File: src/rtl/uart_time_parser.sv
// Parses "Thh:mm:ss" + CR/LF frames from a UART byte stream into BCD time
// fields with a valid/ready handshake toward the clock core.
module uart_time_parser #(
  parameter int unsigned TIMEOUT_CYC = 5000000
) (
  input  logic       clk,
  input  logic       reset,
  input  logic [7:0] rx_data,
  input  logic       rx_data_valid,
  output logic       rx_data_ready,
  output logic [7:0] hour_bcd,
  output logic [7:0] min_bcd,
  output logic [7:0] sec_bcd,
  output logic       time_valid,
  input  logic       time_ready,
  output logic       cmd_err
);

  typedef enum logic [3:0] {
    IDLE, H1, H0, C1, M1, M0, C2, S1, S0, TERM
  } state_t;

  localparam logic [7:0] CH_T     = 8'h54;
  localparam logic [7:0] CH_COLON = 8'h3A;
  localparam logic [7:0] CH_CR    = 8'h0D;
  localparam logic [7:0] CH_LF    = 8'h0A;
  localparam logic [7:0] CH_0     = 8'h30;

  state_t      state, state_nxt;
  logic [31:0] idle_cnt;
  logic [3:0]  hour_t, hour_u, min_t, min_u, sec_t, sec_u;
  logic        accept, byte_ok, is_digit, timeout, err_event, frame_done;
  logic [7:0]  digit_full;
  logic [3:0]  digit;

  assign is_digit   = (rx_data >= CH_0) && (rx_data <= 8'h39);
  assign digit_full = rx_data - CH_0;
  assign digit      = digit_full[3:0];
  assign timeout    = (TIMEOUT_CYC != 0) && (state != IDLE) &&
                      (idle_cnt == 32'(TIMEOUT_CYC));

  // State register
  always_ff @(posedge clk or posedge reset) begin
    if (reset) state <= IDLE;
    else       state <= state_nxt;
  end

  // Next-state: per-state byte check, resync on 'T', timeout when no byte arrives
  always_comb begin
    state_t succ;
    byte_ok   = 1'b0;
    succ      = IDLE;
    state_nxt = state;
    unique case (state)
      IDLE: begin byte_ok = (rx_data == CH_T);                                       succ = H1;   end
      H1:   begin byte_ok = is_digit && (rx_data <= 8'h32);                          succ = H0;   end
      H0:   begin byte_ok = is_digit && ((hour_t != 4'd2) || (rx_data <= 8'h33));    succ = C1;   end
      C1:   begin byte_ok = (rx_data == CH_COLON);                                   succ = M1;   end
      M1:   begin byte_ok = is_digit && (rx_data <= 8'h35);                          succ = M0;   end
      M0:   begin byte_ok = is_digit;                                                succ = C2;   end
      C2:   begin byte_ok = (rx_data == CH_COLON);                                   succ = S1;   end
      S1:   begin byte_ok = is_digit && (rx_data <= 8'h35);                          succ = S0;   end
      S0:   begin byte_ok = is_digit;                                                succ = TERM; end
      TERM: begin byte_ok = (rx_data == CH_CR) || (rx_data == CH_LF);                succ = IDLE; end
      default: begin byte_ok = 1'b0;                                                 succ = IDLE; end
    endcase
    if (accept) begin
      if (byte_ok)            state_nxt = succ;
      else if (state != IDLE) state_nxt = (rx_data == CH_T) ? H1 : IDLE;
    end else if (timeout) begin
      state_nxt = IDLE;
    end
  end

  // Handshake and event decode; an accepted byte masks a coincident timeout
  always_comb begin
    rx_data_ready = ~time_valid;
    accept        = rx_data_valid && rx_data_ready;
    frame_done    = accept && byte_ok && (state == TERM);
    err_event     = (accept && !byte_ok && (state != IDLE)) || (!accept && timeout);
  end

  // Idle counter, shadow digits, result and error registers
  always_ff @(posedge clk or posedge reset) begin
    if (reset) begin
      idle_cnt   <= '0;
      hour_t     <= '0; hour_u <= '0;
      min_t      <= '0; min_u  <= '0;
      sec_t      <= '0; sec_u  <= '0;
      hour_bcd   <= '0;
      min_bcd    <= '0;
      sec_bcd    <= '0;
      time_valid <= 1'b0;
      cmd_err    <= 1'b0;
    end else begin
      if (accept || state == IDLE || timeout) idle_cnt <= '0;
      else                                    idle_cnt <= idle_cnt + 32'd1;

      if (err_event) begin
        hour_t <= '0; hour_u <= '0;
        min_t  <= '0; min_u  <= '0;
        sec_t  <= '0; sec_u  <= '0;
      end else if (accept && byte_ok) begin
        unique case (state)
          H1:      hour_t <= digit;
          H0:      hour_u <= digit;
          M1:      min_t  <= digit;
          M0:      min_u  <= digit;
          S1:      sec_t  <= digit;
          S0:      sec_u  <= digit;
          default: ;
        endcase
      end

      cmd_err <= err_event;

      if (frame_done) begin
        hour_bcd   <= {hour_t, hour_u};
        min_bcd    <= {min_t, min_u};
        sec_bcd    <= {sec_t, sec_u};
        time_valid <= 1'b1;
      end else if (time_ready) begin
        time_valid <= 1'b0;
      end
    end
  end

endmodule
File: config.mk
export PLATFORM = sky130hd
export DESIGN_NAME = uart_time_parser
export DESIGN_NICKNAME = d
export VERILOG_FILES = /design/src/rtl/uart_time_parser.sv
export SDC_FILE = /design/constraint.sdc
export NUM_CORES = 1
export LEC_CHECK = 0
export CORE_MARGIN = 2
export CORE_UTILIZATION = 40
export DETAILED_ROUTE_END_ITERATION = 6
export GPL_TIMING_DRIVEN = 0
export PLACE_DENSITY_LB_ADDON = 0.08
export SLEW_MARGIN = 20
export SYNTH_ARGS = -nofsm -noshare
export SYNTH_HDL_FRONTEND = slang
export SYNTH_SLANG_ARGS = --single-unit
File: constraint.sdc
create_clock -name clk -period 9.1 [get_ports clk]
set_input_delay 2.73 -clock clk [delete_from_list [all_inputs] [get_ports clk]]
set_output_delay 2.73 -clock clk [all_outputs]
set_load 0.03 [all_outputs]
==> impl_metrics.prom, run 1 <==
# TYPE chip_impl_metric gauge
chip_impl_info{name="timing_worst_setup_path_type",value="primary input to flop"} 1
chip_impl_metric{name="final_hold_violation_count",unit=""} 0
chip_impl_metric{name="synth-xor-area-share",unit=""} 0.0526
chip_impl_metric{name="critical_path_required",unit="ps"} 9340
chip_impl_metric{name="area_growth_syn_to_layout",unit="%"} 19.1
chip_impl_metric{name="drt-wirelength-per-cell",unit="um"} 15.4
chip_impl_metric{name="gr-usage-all-layers",unit=""} 0.167
chip_impl_metric{name="synth-edff-count",unit=""} 0
chip_impl_metric{name="detail_route.first_pass.iterations",unit=""} 4
chip_impl_metric{name="report.final.setup_viol",unit=""} 0
chip_impl_metric{name="cts.sink_count",unit=""} 86
chip_impl_metric{name="h-tree-depth",unit=""} 3
chip_impl_metric{name="cts_made_buffers",unit=""} 9
chip_impl_metric{name="post_cts.resized_instances",unit=""} 0
chip_impl_info{name="endpoint_kind",value="flop"} 1
chip_impl_metric{name="synthCells",unit=""} 359
chip_impl_metric{name="synthesis.area",unit="um^2"} 3990
chip_impl_info{name="setup_repair_after_global_routing_missed_its_margin",value="no"} 1
chip_impl_metric{name="setup-tns-final",unit="ps"} 0
chip_impl_info{name="cpMostUsedCell",value="buf_6"} 1
chip_impl_metric{name="io_buffers",unit=""} 38
chip_impl_metric{name="clock_skew",unit="ps"} 8.68
chip_impl_metric{name="grt_antenna_before_repair",unit=""} 0
chip_impl_metric{name="asyncSetResetFlopFracSynth",unit=""} 1.00
chip_impl_metric{name="crit_fanout",unit=""} 10
chip_impl_metric{name="globalRoute.totalOverflow",unit=""} 0
chip_impl_metric{name="finalWorstPathRequiredPeriod",unit="ps"} 5210
chip_impl_metric{name="clock_path_buffers",unit=""} 2
chip_impl_metric{name="dieWidth",unit="um"} 104
chip_impl_info{name="outcome",value="completed"} 1
chip_impl_metric{name="drc_errors",unit=""} 0
chip_impl_info{name="ys_dominant_reg_cell",value="dfrtp_1"} 1
chip_impl_info{name="synthMostInstantiatedCell",value="dfrtp_1"} 1
chip_impl_info{name="startpoint_type",value="primary input"} 1
chip_impl_info{name="cp_cell_sequence",value="clkdlybuf4s50_1 > clkbuf_1 > nand3b_1 > a21oi_1 > o2111ai_1 > o211ai_2 > o21a_1 > buf_4 > and2_1 > buf_6 > buf_6 > mux2_1"} 1
chip_impl_metric{name="vias_per_cell",unit=""} 5.37
chip_impl_metric{name="coreArea",unit="um^2"} 9730
chip_impl_metric{name="yosys.area.top_type_share",unit=""} 0.539
chip_impl_metric{name="count_of_state_elements_after_synthesis",unit=""} 86
chip_impl_metric{name="num_io_pins",unit=""} 39
chip_impl_metric{name="nFillCells",unit=""} 927
chip_impl_metric{name="die_y",unit="um"} 104
chip_impl_info{name="ctsRootBufferMaster",value="clkbuf_8"} 1
chip_impl_metric{name="grt_pass1_vias",unit=""} 2955
chip_impl_metric{name="gp_congestion",unit=""} 0.886
chip_impl_info{name="hold_start",value="hour_bcd[5]"} 1
chip_impl_metric{name="postRouteAntennaNets",unit=""} 0
chip_impl_metric{name="syn-num-nets",unit=""} 373
chip_impl_metric{name="finalCritPeriodShare",unit=""} 0.573
chip_impl_metric{name="num_vias",unit=""} 2937
chip_impl_metric{name="die_area",unit="um^2"} 10800
chip_impl_metric{name="clkTransAtPathRegs",unit="ps"} 90
chip_impl_metric{name="synthSimpleGateAreaFrac",unit=""} 0.175
chip_impl_metric{name="post_synth_mux_area_share",unit=""} 0.0677
chip_impl_info{name="synth_top_cells_by_count",value="dfrtp_1, nor2_1, nand2_1"} 1
chip_impl_metric{name="cts_post_setup_buffers_inserted",unit=""} 0
chip_impl_metric{name="post_synth_num_cell_types",unit=""} 52
chip_impl_info{name="critical_r2r_launch",value="state[1]"} 1
chip_impl_info{name="yosysTopAreaCell",value="dfrtp_1"} 1
chip_impl_metric{name="synth.avg_cell_area",unit="um^2"} 11.1
chip_impl_metric{name="critPathArrivalTime",unit="ps"} 5460
chip_impl_metric{name="synthesized_area_fraction_occupied_by_ao_oa_aoi_and_oai_cells",unit=""} 0.125
chip_impl_info{name="holdCritPathClass",value="flop to flop"} 1
chip_impl_metric{name="yosys.area_share.adder",unit=""} 0.00627
chip_impl_metric{name="worstSkewPairLatency",unit="ps"} 360
chip_impl_metric{name="rows",unit=""} 36
chip_impl_metric{name="drv_slew",unit=""} 0
chip_impl_metric{name="dp_hpwl",unit="um"} 5820
chip_impl_metric{name="worst_margin_pin_slew",unit="ps"} 898
chip_impl_metric{name="numPlacedInstances",unit=""} 531
chip_impl_metric{name="drt_iter0_markers",unit=""} 157
chip_impl_metric{name="irDropWorstVdd",unit="V"} 0.0000777
chip_impl_metric{name="holdBufCountCts",unit=""} 0
chip_impl_metric{name="max_cap_viol_count",unit=""} 0
chip_impl_metric{name="timing.fmax",unit="GHz"} 0.192
chip_impl_metric{name="yosys_warnings",unit=""} 0
chip_impl_info{name="synth_area_leaders",value="dfrtp_1, mux2_2, a32o_1, xor2_1, nor2_1"} 1
chip_impl_info{name="critical_path.slowest_cell",value="clkdlybuf4s50_1"} 1
chip_impl_metric{name="antenna_cells",unit=""} 0
chip_impl_metric{name="routed_wirelength",unit="um"} 8420
chip_impl_info{name="main_combinational_cell_family_by_area_after_synthesis",value="simple AND/OR/NAND/NOR gates"} 1
chip_impl_info{name="crit_path_start",value="rx_data[0]"} 1
chip_impl_metric{name="global_route_wire_length_before_repair",unit="um"} 14600
chip_impl_metric{name="layout_nets",unit=""} 423
chip_impl_metric{name="slew_headroom",unit=""} 0.397
chip_impl_metric{name="grt_max_degree",unit=""} 57
chip_impl_info{name="tritoncts",value="built"} 1
chip_impl_metric{name="initial_core_util",unit=""} 0.410
chip_impl_metric{name="leakage",unit="uW"} 0.00203
chip_impl_metric{name="seq_total_area_yosys",unit=""} 0.539
chip_impl_metric{name="proportion_of_layout_cells_with_a_drive_suffix_above_1",unit=""} 0.140
chip_impl_metric{name="pwr_density_cell",unit="nW/um^2"} 139
chip_impl_metric{name="cpPeakStageDelay",unit="ps"} 470
chip_impl_metric{name="finalCoreUtilization",unit=""} 0.489
chip_impl_metric{name="final_std_cells_w_o_fill",unit=""} 547
==> worst paths after layout <==
kind                                    end  slack, ps  cells after the start
worst max-delay path             min_bcd[7]       3890                     12
worst min-delay path            hour_bcd[5]        490                      1
worst max register to register   sec_bcd[0]       5770                     12
worst min register to register  hour_bcd[5]        490                      1
max in group asynchronous       idle_cnt[4]       5770                      3
min in group asynchronous          min_t[3]       2720                      2
==> power breakdown <==
part           internal, uW  switching [uW]
clock                   103             147
sequential              382          0.0867
combinational          9.70            18.6
==> stage by stage <==
stage               area (um^2)  power [uW]  worst slack, ps  hold slack, ps
floorplan                  3990         405             4150             449
global placement           4540         417             2690             468
detailed placement         4570         419             3330             475
CTS                        4750         669             3700             493
global route               4760         688             3740             515
finish                     4760         660             3890             489
==> state kept, by name, summed over array words and instances, names as in the netlist, 8 cells and up <==
name      cells
hour_bcd      8
idle_cnt     32
min_bcd       8
sec_bcd       8
==> layer usage <==
metal / GRT usage / vias up / share of wire
li1: - / 1403 / -
met1: 0.215 / 1465 / 0.45
met2: 0.278 / 57 / 0.50
met3: 0.0414 / 12 / 0.037
met4: 0.0550 / 0 / 0.015
met5: 0 / - / 0
==> logic make-up after synthesis <==
logic type	Yosys count
xor+xnor	24
flops	86
compound gates	63
mux	24
simple gates	135
buf+inv	25
fa+ha+maj	2
==> critical path, delay by kind of cell <==
kind	cells	cell delay (ps)
compound gates	4	710
simple gates	2	360
buf+inv	5	1340
mux	1	310
==> layout make-up <==
cell class                 instances  area, um^2  area share
inverter                           8        32.5     0.00684
sequential                        86        2150       0.452
clock inverter                     7        57.6      0.0121
tap                              133         166      0.0350
timing repair buffer              39         408      0.0857
multi-input combinational        248        1710       0.359
clock buffer                       9         124      0.0260
buffer                            17         108      0.0226
==> cells in the final DEF, fill, tap and decap left out, types with 2 or more instances in the layout <==
cell             count
a22o_1               3
nor4_1               6
and2_1               4
clkbuf_8             9
xnor2_1              4
nor4bb_1             2
buf_6                5
o21ai_0             13
mux2_1               6
clkinvlp_4           2
inv_1                7
nor3_1               5
mux2_2              18
xor2_1              20
clkdlybuf4s50_1     38
nor2_1              36
inv_6                2
o21ai_2              5
or3_1               11
a32o_1              19
ha_1                 2
and3_1               7
buf_2                2
dfrtp_1             86
nor4b_1              2
nand2_1             31
nand3_1             11
or2_2                2
clkbuf_1             9
nand4_1              5
a21oi_1             10
(Power assumes the default switching activity.)
==> run 2: changes to the inputs <==
Clock period 9.1 ns to 5.27 ns, I/O delays scaled along.
==> results of run 2 <==
The final DEF is identical to that of run 1. Status: completed.
Main changes from that run: setup slack after placement 3330 ps -> 648 ps; setup slack after layout 3890 ps -> 1200 ps; register-to-register setup slack 5770 ps -> 1940 ps; total power 660 uW -> 1140 uW; worst IR drop on VDD 0.0000777 V -> 0.000134 V
==> run 3: changes to the inputs <==
Clock period 5.27 ns to 4 ns, I/O delays scaled along.
==> results of run 3 <==
The final DEF is identical to that of run 1. Status: completed.
Main changes from that run: setup slack after placement 3330 ps -> -241 ps; setup slack after layout 3890 ps -> 316 ps; register-to-register setup slack 5770 ps -> 670 ps; total power 660 uW -> 1500 uW; worst IR drop on VDD 0.0000777 V -> 0.000177 V
